<file path="src/rtl/serial_complementer_n_if.sv">
// rtl/serial_complementer_n_if.sv - start/busy/done handshake and result bundle for serial_complementer_n
// The mode member exists only when SERCOMP_ONES_MODE_EN is defined.
interface serial_complementer_n_if #(
  parameter int WIDTH = 4
);
  logic             start;
  logic [WIDTH-1:0] din;
  logic             busy;
  logic             done;
  logic [WIDTH-1:0] dout;
  logic             ovf;
  logic             sout;
  logic             sout_valid;
`ifdef SERCOMP_ONES_MODE_EN
  logic             mode;

  modport master (output start, din, mode, input busy, done, dout, ovf, sout, sout_valid);
  modport slave  (input start, din, mode, output busy, done, dout, ovf, sout, sout_valid);
`else
  modport master (output start, din, input busy, done, dout, ovf, sout, sout_valid);
  modport slave  (input start, din, output busy, done, dout, ovf, sout, sout_valid);
`endif
endinterface

</file>
<file path="src/rtl/serial_complementer_n.sv">
// rtl/serial_complementer_n.sv - serial LSB-first two's complementer with start/busy/done handshake
// Optional ones'-complement mode is enabled by defining SERCOMP_ONES_MODE_EN.
module serial_complementer_n #(
  parameter int WIDTH = 4
) (
  input  logic                 clk,
  input  logic                 set_n,
  serial_complementer_n_if.slave bus
);
  localparam int CW = (WIDTH > 1) ? $clog2(WIDTH) : 1;

  typedef enum logic {IDLE, SHIFT} state_t;

  state_t           state_q, state_d;
  logic [WIDTH-1:0] shreg_q, shreg_d;
  logic             flag_q, flag_d;
  logic [CW-1:0]    count_q, count_d;
  logic             busy_q, busy_d;
  logic             done_q, done_d;
  logic [WIDTH-1:0] dout_q, dout_d;
  logic             ovf_q, ovf_d;
  logic             sout_q, sout_d;
  logic             sout_valid_q, sout_valid_d;

  logic             ones_mode;
  logic             ones_load;
  logic             out_bit;
  logic             next_bit;
  logic             next_flag;

`ifdef SERCOMP_ONES_MODE_EN
  logic mode_q, mode_d;
  assign ones_mode = mode_q;
  assign ones_load = bus.mode;
`else
  assign ones_mode = 1'b0;
  assign ones_load = 1'b0;
`endif

  // sout is registered one bit ahead: bit k+1 is precomputed while bit k is processed
  assign out_bit   = ones_mode ? ~shreg_q[0] : (shreg_q[0] ^ flag_q);
  assign next_flag = flag_q | shreg_q[0];
  assign next_bit  = ones_mode ? ~shreg_q[1] : (shreg_q[1] ^ next_flag);

  always_comb begin
    state_d      = state_q;
    shreg_d      = shreg_q;
    flag_d       = flag_q;
    count_d      = count_q;
    busy_d       = busy_q;
    done_d       = 1'b0;
    dout_d       = dout_q;
    ovf_d        = ovf_q;
    sout_d       = sout_q;
    sout_valid_d = sout_valid_q;
`ifdef SERCOMP_ONES_MODE_EN
    mode_d       = mode_q;
`endif
    case (state_q)
      IDLE: begin
        if (bus.start) begin
          shreg_d      = bus.din;
          flag_d       = 1'b0;
          count_d      = '0;
          busy_d       = 1'b1;
          sout_d       = ones_load ? ~bus.din[0] : bus.din[0];
          sout_valid_d = 1'b1;
`ifdef SERCOMP_ONES_MODE_EN
          mode_d       = bus.mode;
`endif
          state_d      = SHIFT;
        end
      end
      SHIFT: begin
        shreg_d = {out_bit, shreg_q[WIDTH-1:1]};
        flag_d  = next_flag;
        if (count_q == CW'(WIDTH - 1)) begin
          // Most-negative operand: MSB set with no lower one seen before it
          dout_d       = {out_bit, shreg_q[WIDTH-1:1]};
          ovf_d        = ~ones_mode & ~flag_q & shreg_q[0];
          done_d       = 1'b1;
          busy_d       = 1'b0;
          sout_d       = 1'b0;
          sout_valid_d = 1'b0;
          state_d      = IDLE;
        end else begin
          count_d = count_q + CW'(1);
          sout_d  = next_bit;
        end
      end
      default: state_d = IDLE;
    endcase
  end

  always_ff @(posedge clk) begin
    if (!set_n) begin
      state_q      <= IDLE;
      shreg_q      <= '0;
      flag_q       <= 1'b0;
      count_q      <= '0;
      busy_q       <= 1'b0;
      done_q       <= 1'b0;
      dout_q       <= '0;
      ovf_q        <= 1'b0;
      sout_q       <= 1'b0;
      sout_valid_q <= 1'b0;
`ifdef SERCOMP_ONES_MODE_EN
      mode_q       <= 1'b0;
`endif
    end else begin
      state_q      <= state_d;
      shreg_q      <= shreg_d;
      flag_q       <= flag_d;
      count_q      <= count_d;
      busy_q       <= busy_d;
      done_q       <= done_d;
      dout_q       <= dout_d;
      ovf_q        <= ovf_d;
      sout_q       <= sout_d;
      sout_valid_q <= sout_valid_d;
`ifdef SERCOMP_ONES_MODE_EN
      mode_q       <= mode_d;
`endif
    end
  end

  assign bus.busy       = busy_q;
  assign bus.done       = done_q;
  assign bus.dout       = dout_q;
  assign bus.ovf        = ovf_q;
  assign bus.sout       = sout_q;
  assign bus.sout_valid = sout_valid_q;
endmodule

</file>
<file path="src/flat_wrapper.sv">
// flat-port wrapper written by rule: the top's interface ports become plain ports
module serial_complementer_n_flat 
#(
  parameter int WIDTH = 4
)
  (clk, set_n, bus_start, bus_din, bus_busy, bus_done, bus_dout, bus_ovf, bus_sout, bus_sout_valid);
  serial_complementer_n_if #(.WIDTH(WIDTH)) bus_i ();
  input  logic clk;
  input  logic set_n;
  input wire logic [$bits(bus_i.start)-1:0] bus_start;
  input wire logic [$bits(bus_i.din)-1:0] bus_din;
  output wire logic [$bits(bus_i.busy)-1:0] bus_busy;
  output wire logic [$bits(bus_i.done)-1:0] bus_done;
  output wire logic [$bits(bus_i.dout)-1:0] bus_dout;
  output wire logic [$bits(bus_i.ovf)-1:0] bus_ovf;
  output wire logic [$bits(bus_i.sout)-1:0] bus_sout;
  output wire logic [$bits(bus_i.sout_valid)-1:0] bus_sout_valid;
  assign bus_i.start = bus_start;
  assign bus_i.din = bus_din;
  assign bus_busy = bus_i.busy;
  assign bus_done = bus_i.done;
  assign bus_dout = bus_i.dout;
  assign bus_ovf = bus_i.ovf;
  assign bus_sout = bus_i.sout;
  assign bus_sout_valid = bus_i.sout_valid;
  serial_complementer_n #(.WIDTH(WIDTH)) u_core (.clk(clk), .set_n(set_n), .bus(bus_i));
endmodule
</file>
<file path="config.mk">
export PLATFORM = sky130hd
export DESIGN_NAME = serial_complementer_n_flat
export DESIGN_NICKNAME = d
export VERILOG_FILES = /design/src/rtl/serial_complementer_n_if.sv /design/src/rtl/serial_complementer_n.sv /design/src/flat_wrapper.sv
export SDC_FILE = /design/constraint.sdc
export NUM_CORES = 1
export LEC_CHECK = 0
export CAP_MARGIN = 30
export CORE_MARGIN = 2
export CORE_UTILIZATION = 50
export DETAILED_ROUTE_END_ITERATION = 10
export GPL_TIMING_DRIVEN = 1
export MAX_ROUTING_LAYER = met4
export PLACE_DENSITY = 0.83
export SLEW_MARGIN = 20
export SYNTH_ARGS = -nofsm -noshare
export SYNTH_HDL_FRONTEND = slang
export SYNTH_SLANG_ARGS = --single-unit
</file>
<file path="constraint.sdc">
create_clock -name clk -period 1.95 [get_ports clk]
set_clock_uncertainty 0.05 [all_clocks]
set_input_delay 0.39 -clock clk [delete_from_list [all_inputs] [get_ports clk]]
set_output_delay 0.39 -clock clk [all_outputs]
set_load 0.005 [all_outputs]
</file>
# [Yosys cells after proc, flatten, opt, wreduce, memory -nomap -nowiden]
# Index checks and enable logic that the tools add are counted.
[word_totals] regBits=16 input_bits=7 out_inout_bits=9 wordCells=41
[op_classes] add_sub_neg=1 n_eq_ne=4 mux=17 n_bitwise=6 reduce_logical=4
[ops] cell="two-way mux 1 bit" n=8
[ops] cell="one-hot mux 1 bit (2 select lines)" n=4
[ops] cell="one-hot mux 4 bit (2 select lines)" n=1
[ops] cell="AND reduction 2 bit" n=4
[ops] cell="!= test 2 bit, second input constant" n=3
[ops] cell="two-way mux 2 bit" n=2
[ops] cell="two-way mux 4 bit" n=1
[ops] cell="one-hot mux 2 bit (2 select lines)" n=1
[ops] cell="adder 2 x 1 -> 2 bit, second input constant" n=1
[ops] cell="equality test 2 bit, second input constant" n=1
[ops] cell="inverter 1 bit" n=2
[ops] cell="XOR 1 bit" n=2
[ops] cell="AND 1 bit" n=1
[ops] cell="OR 1 bit" n=1

# [Longest topological paths before layout]
[depth] word_depth=4 ltp_mapped=4 ltp_nobuf=4

# [Worst setup path before layout]
# Ideal clock, no wire load.
[synth_timing] kind="register to register" start="register u_core.count_q[0]" end="register u_core.state_q" setup_time_ps=115 arrival_time_ps=968 t_required_ps=1785 slack_ps=817 stages_incl_launch_ff=5 n_path_buf=0 synth_period_minus_slack_ps=1133 path_cell_list="dfxtp_1 -> ha_1 -> nand2_2 -> o21a_1 -> and2_1"
[synth_via] elab_chain_cells=3
[synth_rtl] element="start: declaration" line="serial_complementer_n.sv:17" rtl="logic [CW-1:0] count_q, count_d;"
[synth_rtl] element="start signal: assignment" line="serial_complementer_n.sv:114" rtl="count_q <= count_d;"
[synth_rtl] element="equality test 2 bit" line="serial_complementer_n.sv:77" rtl="if (count_q == CW'(WIDTH - 1)) begin"
[synth_rtl] element="two-way mux 1 bit" line="serial_complementer_n.sv:77"
[synth_rtl] element="one-hot mux 1 bit (2 select lines)" line="serial_complementer_n.sv:59" rtl="case (state_q)"
[synth_rtl] element="end signal: assignment" line="serial_complementer_n.sv:111" rtl="state_q <= state_d;"
[synth_rtl] element="end: declaration" line="serial_complementer_n.sv:14" rtl="state_t state_q, state_d;"
# No other way between the ends.
# A chain may end at the register's enable or synchronous reset.

==> key figures <==
Route
  • DR vias: 572
  • DRC violations left: 0
  • Starting DRT DRC Count: 17
  • Via-to-Cell Ratio: between 5 and 6
  • Post-route ant nets: 0
  • Total wire length: around 1300 um
  • 1st-pass router iterations: 4
  • WL/cell: about 13 um

GRT
  • Total congestion overflow: 0
  • Vias in the first global route: roughly 500
  • Total track usage: 19.8%
  • Pin count of the biggest net entering global routing: 12
  • Met2 Track Usage GR: 33.3%
  • Gr busiest metal: met2
  • GR met3 Demand/Resource: under 10%
  • Initial antenna violation count: 0
  • Global-route wire length before repair: slightly above 2000 um
  • M1 GR Usage: 22.5%

Clock tree
  • Clock-pin slew of the registers on the worst-case setup and hold paths: around 90 ps
  • Sinks on the clock net: 16
  • Clk buf depth: 2
  • H-tree Lvls: 1
  • Clock Latency Late Sink: slightly below 300 ps
  • Hold_buf cts: 0
  • Post-cts sizing count: 0
  • Setup Buffers After CTS: 0
  • CTS Buf Count: 3
  • Root Buffer: clkbuf_4
  • CTS tree: yes

Worst setup path
  • Family with the most delay on the worst path: buffers and inverters
  • Crit-path slowest cell: clkdlybuf4s50_1
  • Worst setup endpoint: bus_busy
  • R2r startpoint: u_core.count_q[0]
  • R2r worst-path depth: 4
  • FF-to-FF setup slack: between 600 and 700 ps
  • Critical path class: reg2out
  • Type of origin of the critical path: flop
  • Crit-path max cell delay: 510 ps
  • Arr. time, crit path: around 1200 ps
  • Reg-to-Reg End: u_core.state_q
  • CP Buf/Inv Count: 1
  • Crit path required time: between 1500 and 2000 ps
  • Critical path origin: u_core.bus.sout_valid
  • Critical-path cell list: clkdlybuf4s50_1
  • Critical Path End Type: primary output
  • Worst path depth: 1
  • Worst Path Max Fanout: 3

Placed design
  • DP Wirelength: approximately 900 um
  • Routability cong.: 0.775
  • I/O Buffers: 15
  • Placed cell count: 101

Die
  • FP Rows: 13
  • DIE WIDTH: roughly 41 um
  • Initial core utilization: a little over half
  • Die H: around 41 um
  • Io pins: 16
  • DIE AREA: approximately 0.0017 sq mm
  • Placeable Area: around 0.0013 sq mm

Timing
  • Final hold slack: between 400 and 500 ps
  • Slew HR: between 70% and 80%
  • Max-slew violations: 0
  • Setup TNS: 0 ps
  • Min Tclk post-route: ~1600 ps
  • Final period util: around four fifths
  • Unrepaired setup endpoints after global routing: no
  • Fin. Hold Viols: 0
  • Slew of the pin with the lowest slew margin: approximately 390 ps
  • Final setup fails: 0
  • Fmax: between 600 and 700 MHz

Power
  • P per Cell Area: 770 mW/mm^2
  • Max rail drop VDD: ~0.47 mV
  • Static leakage: ~0.33 nW

Synthesis
  • Cell area after synthesis: 676 sq um
  • Post-Syn Area per Cell: between 9 and 10 sq um
  • Syn_nets: 84
  • Yosys Warn Count: 0
  • Synth top area cells: dfxtp_1, a21oi_1, mux2i_1, ha_1, nand2_1
  • Yosys reg bits: 16
  • Yosys cell types: 23
  • Seq/Total Area, Yosys: a little under half
  • Dominant cell type by area after synthesis: dfxtp_1
  • Synth top area share: ~47%
  • Mapped Cells: 74

Worst hold path
  • HP Class: reg2reg
  • Worst Hold Launch: u_core.bus.dout[3]
  • Hold Path Depth: 2

Final layout
  • Diode count: 0
  • P&R area growth vs syn: 26.5%
  • Area of all sequential standard cells: roughly 320 sq um
  • # nets final: between 100 and 150
  • FILL cells: roughly 110
  • Most common cell after layout, fill and taps aside: dfxtp_1
  • Fraction of layout instances using a drive strength above 1: under 10%
  • Post-layout util: roughly two thirds
  • Most frequent cells in the layout: dfxtp_1, clkdlybuf4s50_1, a21oi_1
  • Area occupied by multi-input gates: between 300 and 400 sq um
  • Non-Filler Instances: approximately 110

Status
  • Outcome: complete, no violations

Run
  • Max-Cap Viols: 0
[worst min path at each step]
stage	endpoint
4_1_cts	u_core.bus.dout[3]
3_5_place_dp	u_core.bus.dout[3]
2_1_floorplan	u_core.count_q[1]
3_3_place_gp	u_core.bus.ovf
6_report	u_core.bus.dout[3]
5_1_grt	u_core.bus.dout[0]
[cell type report]
| type | count | share of cell area [%] |
|---|---|---|
| Clock buffer | 4 | 4.25 |
| Timing Repair Buffer | 16 | 18.4 |
| Sequential cell | 16 | 37.5 |
| Multi-Input combinational cell | 50 | 35.9 |
| Tap cell | 15 | 2.20 |
| Inverter | 4 | 1.76 |
[power breakdown]
| part | internal [mW] | switching, mW | leakage, nW | total, mW |
|---|---|---|---|---|
| Sequential | 0.343 | 0.0143 | 0.131 | 0.357 |
| Clock | 0.114 | 0.106 | 0.0210 | 0.220 |
| Combinational | 0.0438 | 0.0371 | 0.174 | 0.0808 |
| Total | 0.500 | 0.158 | 0.325 | 0.658 |
[metrics by stage]
stage / cell area [sq um] / setup slack, ps / total power, mW
6_report: 855 / 355 / 0.658
5_1_grt: 855 / 296 / 0.682
4_1_cts: 855 / 347 / 0.663
3_5_place_dp: 818 / 252 / 0.444
3_3_place_gp: 818 / 305 / 0.441
2_1_floorplan: 676 / 817 / 0.414
[kinds of logic after synthesis]
family | synth area share (%)
DFF | 47.4
and+or+nand+nor | 15.4
buffers and inverters | 7.22
xor gates and xnor gates | 1.30
AOI/OAI and AO/OA | 15.7
adders and majority gates | 5.56
muxes | 7.41
[Yosys cell counts, drive strengths merged]
library cell / number
o21ai: 4
a21oi: 10
o22ai: 2
a22oi: 1
ha: 3
nor2: 2
nand2b: 3
and2: 1
nand2: 10
or3: 1
o21a: 1
o32ai: 1
clkinv: 1
xor2: 1
mux2i: 5
clkbuf: 1
dfxtp: 16
nand3: 5
buf: 3
inv: 3
[layer usage]
metal / vias to the layer above / wire (um)
met5: - / 0
met4: 0 / 38
met3: 5 / 54
met2: 18 / 662
met1: 264 / 571
li1: 285 / -
Note: power is estimated with default switching activity, not from simulation.
==> patch 1, RTL diff (same flow settings) <==
`WIDTH` is set to 4 in 3 places; all go to 8.
--- a/src/rtl/serial_complementer_n_if.sv
+++ b/src/rtl/serial_complementer_n_if.sv
@@ -3,3 +3,3 @@
 interface serial_complementer_n_if #(
-  parameter int WIDTH = 4
+  parameter int WIDTH = 8
 );
--- a/src/rtl/serial_complementer_n.sv
+++ b/src/rtl/serial_complementer_n.sv
@@ -3,3 +3,3 @@
 module serial_complementer_n #(
-  parameter int WIDTH = 4
+  parameter int WIDTH = 8
 ) (
--- a/src/flat_wrapper.sv
+++ b/src/flat_wrapper.sv
@@ -3,3 +3,3 @@
 #(
-  parameter int WIDTH = 4
+  parameter int WIDTH = 8
 )
Ports: changed (resized bus_din and bus_dout); port bits go from 16 to 24. The function was not compared with the original's and may differ.
==> patch 1 against the unedited design <==
- via count increased by 51%
- core utilization increased by 0.12 points
- sequential share of layout area about the same
- global-route usage decreased by 2.5 points
- power increased by 35%
- design area increased by 56%
- largest cell class is now multi-input gates
- clock power increased by 3%
- worst setup slack got worse by 44 ps
- area after synthesis increased by 61%
- register-to-register slack got worse by 170 ps
- routed wire length increased by 44%
- critical path depth unchanged
- sequential cell count increased by 9
- synthesized cell count increased by 61%
- critical endpoint is now bus_sout_valid
==> patch 1: results <==
{
  "cts_buffers": 3,
  "first_global_vias": 787,
  "synth_cell_types": 25,
  "peakVddDrop_mv": 0.407,
  "routed_wl_mm": 1.92,
  "ys_top_cells_by_count": "25 x dfxtp_1, 25 x nand2_1, 9 x a21boi_0, 9 x mux2i_1",
  "synth_xor_area_share_pct": 0.805,
  "grt_max_degree": 29,
  "crit_path_start": "u_core.bus.sout_valid$_SDFFE_PN0P_",
  "antenna_found_initial": 0,
  "worst_pin_slew_ps": 311,
  "synth_nets": 135,
  "htree_levels": 1,
  "slowest_delay_ps": 510,
  "crit_path_end": "bus_sout_valid",
  "drt_iter0_drc": 7,
  "fin_hold_ws_ps": 420,
  "period_share_pct": 84.0,
  "grt_usage_pct": 17.3,
  "holdPathEnd": "u_core.bus.dout[4]$_SDFFE_PN0P_",
  "io_buffer_count": 23,
  "yosys_warnings": 0,
  "path_clk_slew_ps": 130,
  "synth_compound_area_share_pct": 17.4,
  "holdCritStartpoint": "u_core.bus.dout[4]$_SDFFE_PN0P_",
  "r2r_start": "u_core.count_q[0]$_SDFFE_PN0P_",
  "fillerInstances": 172,
  "leakage_nw": 0.513,
  "crit_path_top_delay_cell": "clkdlybuf4s50_1",
  "synth_fa_ha_area_share_pct": 5.75,
  "rr_worst_depth": 5,
  "nets": 157,
  "seq_area_frac_synth_pct": 46.0,
  "postCtsSetupBuffers": 0,
  "synth_top_cells_by_area": "dfxtp_1 46%, nand2_1 8.6%, mux2i_1 8.3%, a21boi_0 6.2%, ha_1 5.7%",
  "status": "completed",
  "r2r-end": "u_core.bus.dout[7]$_SDFFE_PN0P_",
  "dpl.hpwl_mm": 1.44,
  "reg2reg_slack_ps": 470,
  "grt_pass1_wl_mm": 3.27,
  "hp-class": "reg2reg",
  "drive_above_1_share_pct": 5.71,
  "vias_per_cell": 5.16,
  "ys_async_sr_fraction_pct": 0,
  "dp_slack_ps": 246,
  "antenna_cells": 0,
  "drc": 0,
  "arrival_ps": 1200,
  "cpLargestDelayFamily": "buffers and inverters",
  "switching_share_pct": 24.0,
  "gp_congestion": 0.817,
  "drt_pre_antenna_iters": 2,
  "clkLatencyLatePin_ps": 310,
  "synth_mux_area_share_pct": 8.28,
  "path_max_fanout": 3,
  "clockRootBuffer": "clkbuf_4"
}
-- patch 1: per-layer routing --
layer,vias up,global-route usage (%),routed length [µm]
li1,445,-,-
met1,393,18.2,834
met2,19,31.8,960
met3,5,3.27,86
met4,0,6.76,34
met5,-,-,0
-- patch 1: final cells by class --
cell class              count  area share [%]
clock buffers               4            1.97
inverters                   3           0.844
multi-input cells          83            38.7
flip-flops and latches     25            37.5
well taps                  27            2.53
repair buffers             25            18.4
-- patch 1: per-stage QoR --
step	instance area (µm²)	instances	utilization [%]
after global routing	1330	167	66.6
after global placement	1310	163	65.3
final	1330	167	66.6
after detailed placement	1310	163	65.3
after CTS	1330	167	66.6
after floorplan	1090	119	-
-- patch 1: power by group through the flow --
stage,clock network (mW),registers (mW),logic (mW)
2_1_floorplan,0,0.557,0.0773
3_3_place_gp,0,0.563,0.106
3_5_place_dp,0,0.564,0.111
4_1_cts,0.232,0.553,0.111
5_1_grt,0.254,0.556,0.122
6_report,0.226,0.552,0.110
==> patch 2, RTL diff (same settings) <==
Without the edit above. Add an input register stage for `set_n`; this delays it by one clock. The other inputs are not delayed to match.
--- a/src/rtl/serial_complementer_n.sv
+++ b/src/rtl/serial_complementer_n.sv
@@ -12,2 +12,8 @@
   typedef enum logic {IDLE, SHIFT} state_t;
+
+  logic set_n_q;
+
+  always_ff @(posedge clk) begin
+    set_n_q <= set_n;
+  end
 
@@ -95,3 +101,3 @@
   always_ff @(posedge clk) begin
-    if (!set_n) begin
+    if (!set_n_q) begin
       state_q      <= IDLE;
Behaviour: not the same (Yosys sat finds a counterexample within 4 cycles, from zero or initial values).
==> patch 2 against the unedited design <==
- sequential cell count increased by 1
- clock power is 16% lower
- count of clock-buffer cells in the layout is 1 lower
- core utilization increased by 0.19 points
- critical path depth stayed put
- power decreased by 1.1%
- area after synthesis increased by 7.2%
- sequential power is 7.8% higher
- cell count unchanged
- routed wire length shrank 7.5%
- design area rose by 4.1%
- worst setup slack worse by 9.3 ps
- critical endpoint unchanged
- largest cell class unchanged
==> patch 2: results <==
{
  "seq_area_frac_synth_pct": 47.0,
  "placed_cells": 101,
  "dpl.hpwl_um": 914,
  "wl_met3_um": 58,
  "grt_pass1_wl_mm": 2.14,
  "wl_met2_um": 553,
  "synth_nets": 85,
  "place_area_um2": 862,
  "synth_cell_types": 25,
  "clkLatencyLatePin_ps": 290,
  "postCtsSetupBuffers": 0,
  "grt_max_degree": 13,
  "cts-resized-gates": 0,
  "antenna_cells": 0,
  "wl_met1_um": 588,
  "synth_fa_ha_area_share_pct": 5.18,
  "cts_buffers": 3,
  "grt_use_met1_pct": 19.5,
  "first_global_vias": 505,
  "dp_slack_ps": 280,
  "ys_async_sr_fraction_pct": 0,
  "peakVddDrop_mv": 0.507,
  "io_buffer_count": 15,
  "hp-class": "reg2reg",
  "synth_compound_area_share_pct": 17.1,
  "synth_mux_area_share_pct": 6.91,
  "drt_iter0_drc": 2,
  "top_layer_used": "met4",
  "grt_usage_pct": 16.5,
  "path_max_fanout": 3,
  "drv_cap": 0,
  "grt.met3_usage_pct": 5.17,
  "synth-main-ff-cell": "dfxtp_1",
  "drive_above_1_share_pct": 10.0,
  "leakage_nw": 0.347,
  "stdcell_count": 105,
  "nets": 101,
  "via_count": 556,
  "yosys_warnings": 0,
  "syn_inst": 75,
  "cts_buffer_depth": 2,
  "slowest_delay_ps": 510,
  "route.detailed.wl_per_inst_um": 11.7,
  "max_slew_margin_pct": 64.6,
  "globalRouteMet2Util_pct": 25.6,
  "status": "completed",
  "cpLargestDelayFamily": "buffers and inverters",
  "path_clk_slew_ps": 100,
  "ys_top_cells_by_count": "17 x dfxtp_1, 9 x a21oi_1, 9 x nand2_1, 5 x mux2i_1, 5 x nand3_1",
  "synth_xor_area_share_pct": 1.21,
  "gp_congestion": 0.729,
  "crit_path_top_delay_cell": "clkdlybuf4s50_1",
  "antenna_found_initial": 0,
  "synth_top_cells_by_area": "dfxtp_1 47%, mux2i_1 6.9%, a21oi_1 6.2%, ha_1 5.2%, nand2_1 4.7%",
  "clockRootBuffer": "clkbuf_4"
}
==> patch 2: worst paths after layout <==
path,from,to,slack (ps),depth (start not counted)
hold / removal,u_core.bus.ovf$_SDFFE_PN0P_,u_core.bus.ovf$_SDFFE_PN0P_,410,2
hold reg to reg,u_core.bus.ovf$_SDFFE_PN0P_,u_core.bus.ovf$_SDFFE_PN0P_,410,2
setup reg to reg,u_core.state_q$_SDFF_PN0_,u_core.state_q$_SDFF_PN0_,670,3
setup / recovery,u_core.bus.busy$_SDFFE_PN0P_,bus_busy,350,1
==> patch 2: where the power goes <==
| part | switching (mW) | internal (mW) |
|---|---|---|
| Combinational | 0.0340 | 0.0468 |
| Sequential | 0.0205 | 0.364 |
| Clock | 0.109 | 0.0764 |
| Total | 0.163 | 0.487 |
==> patch 2: final cells by class <==
cell class,count,area (µm²)
clock buffer,3,22.5
clock inverter,1,5.00
fill,111,444
inverter,4,17.5
multi-input combinational,50,335
sequential,17,340
tap,15,18.8
timing repair buffer,15,150
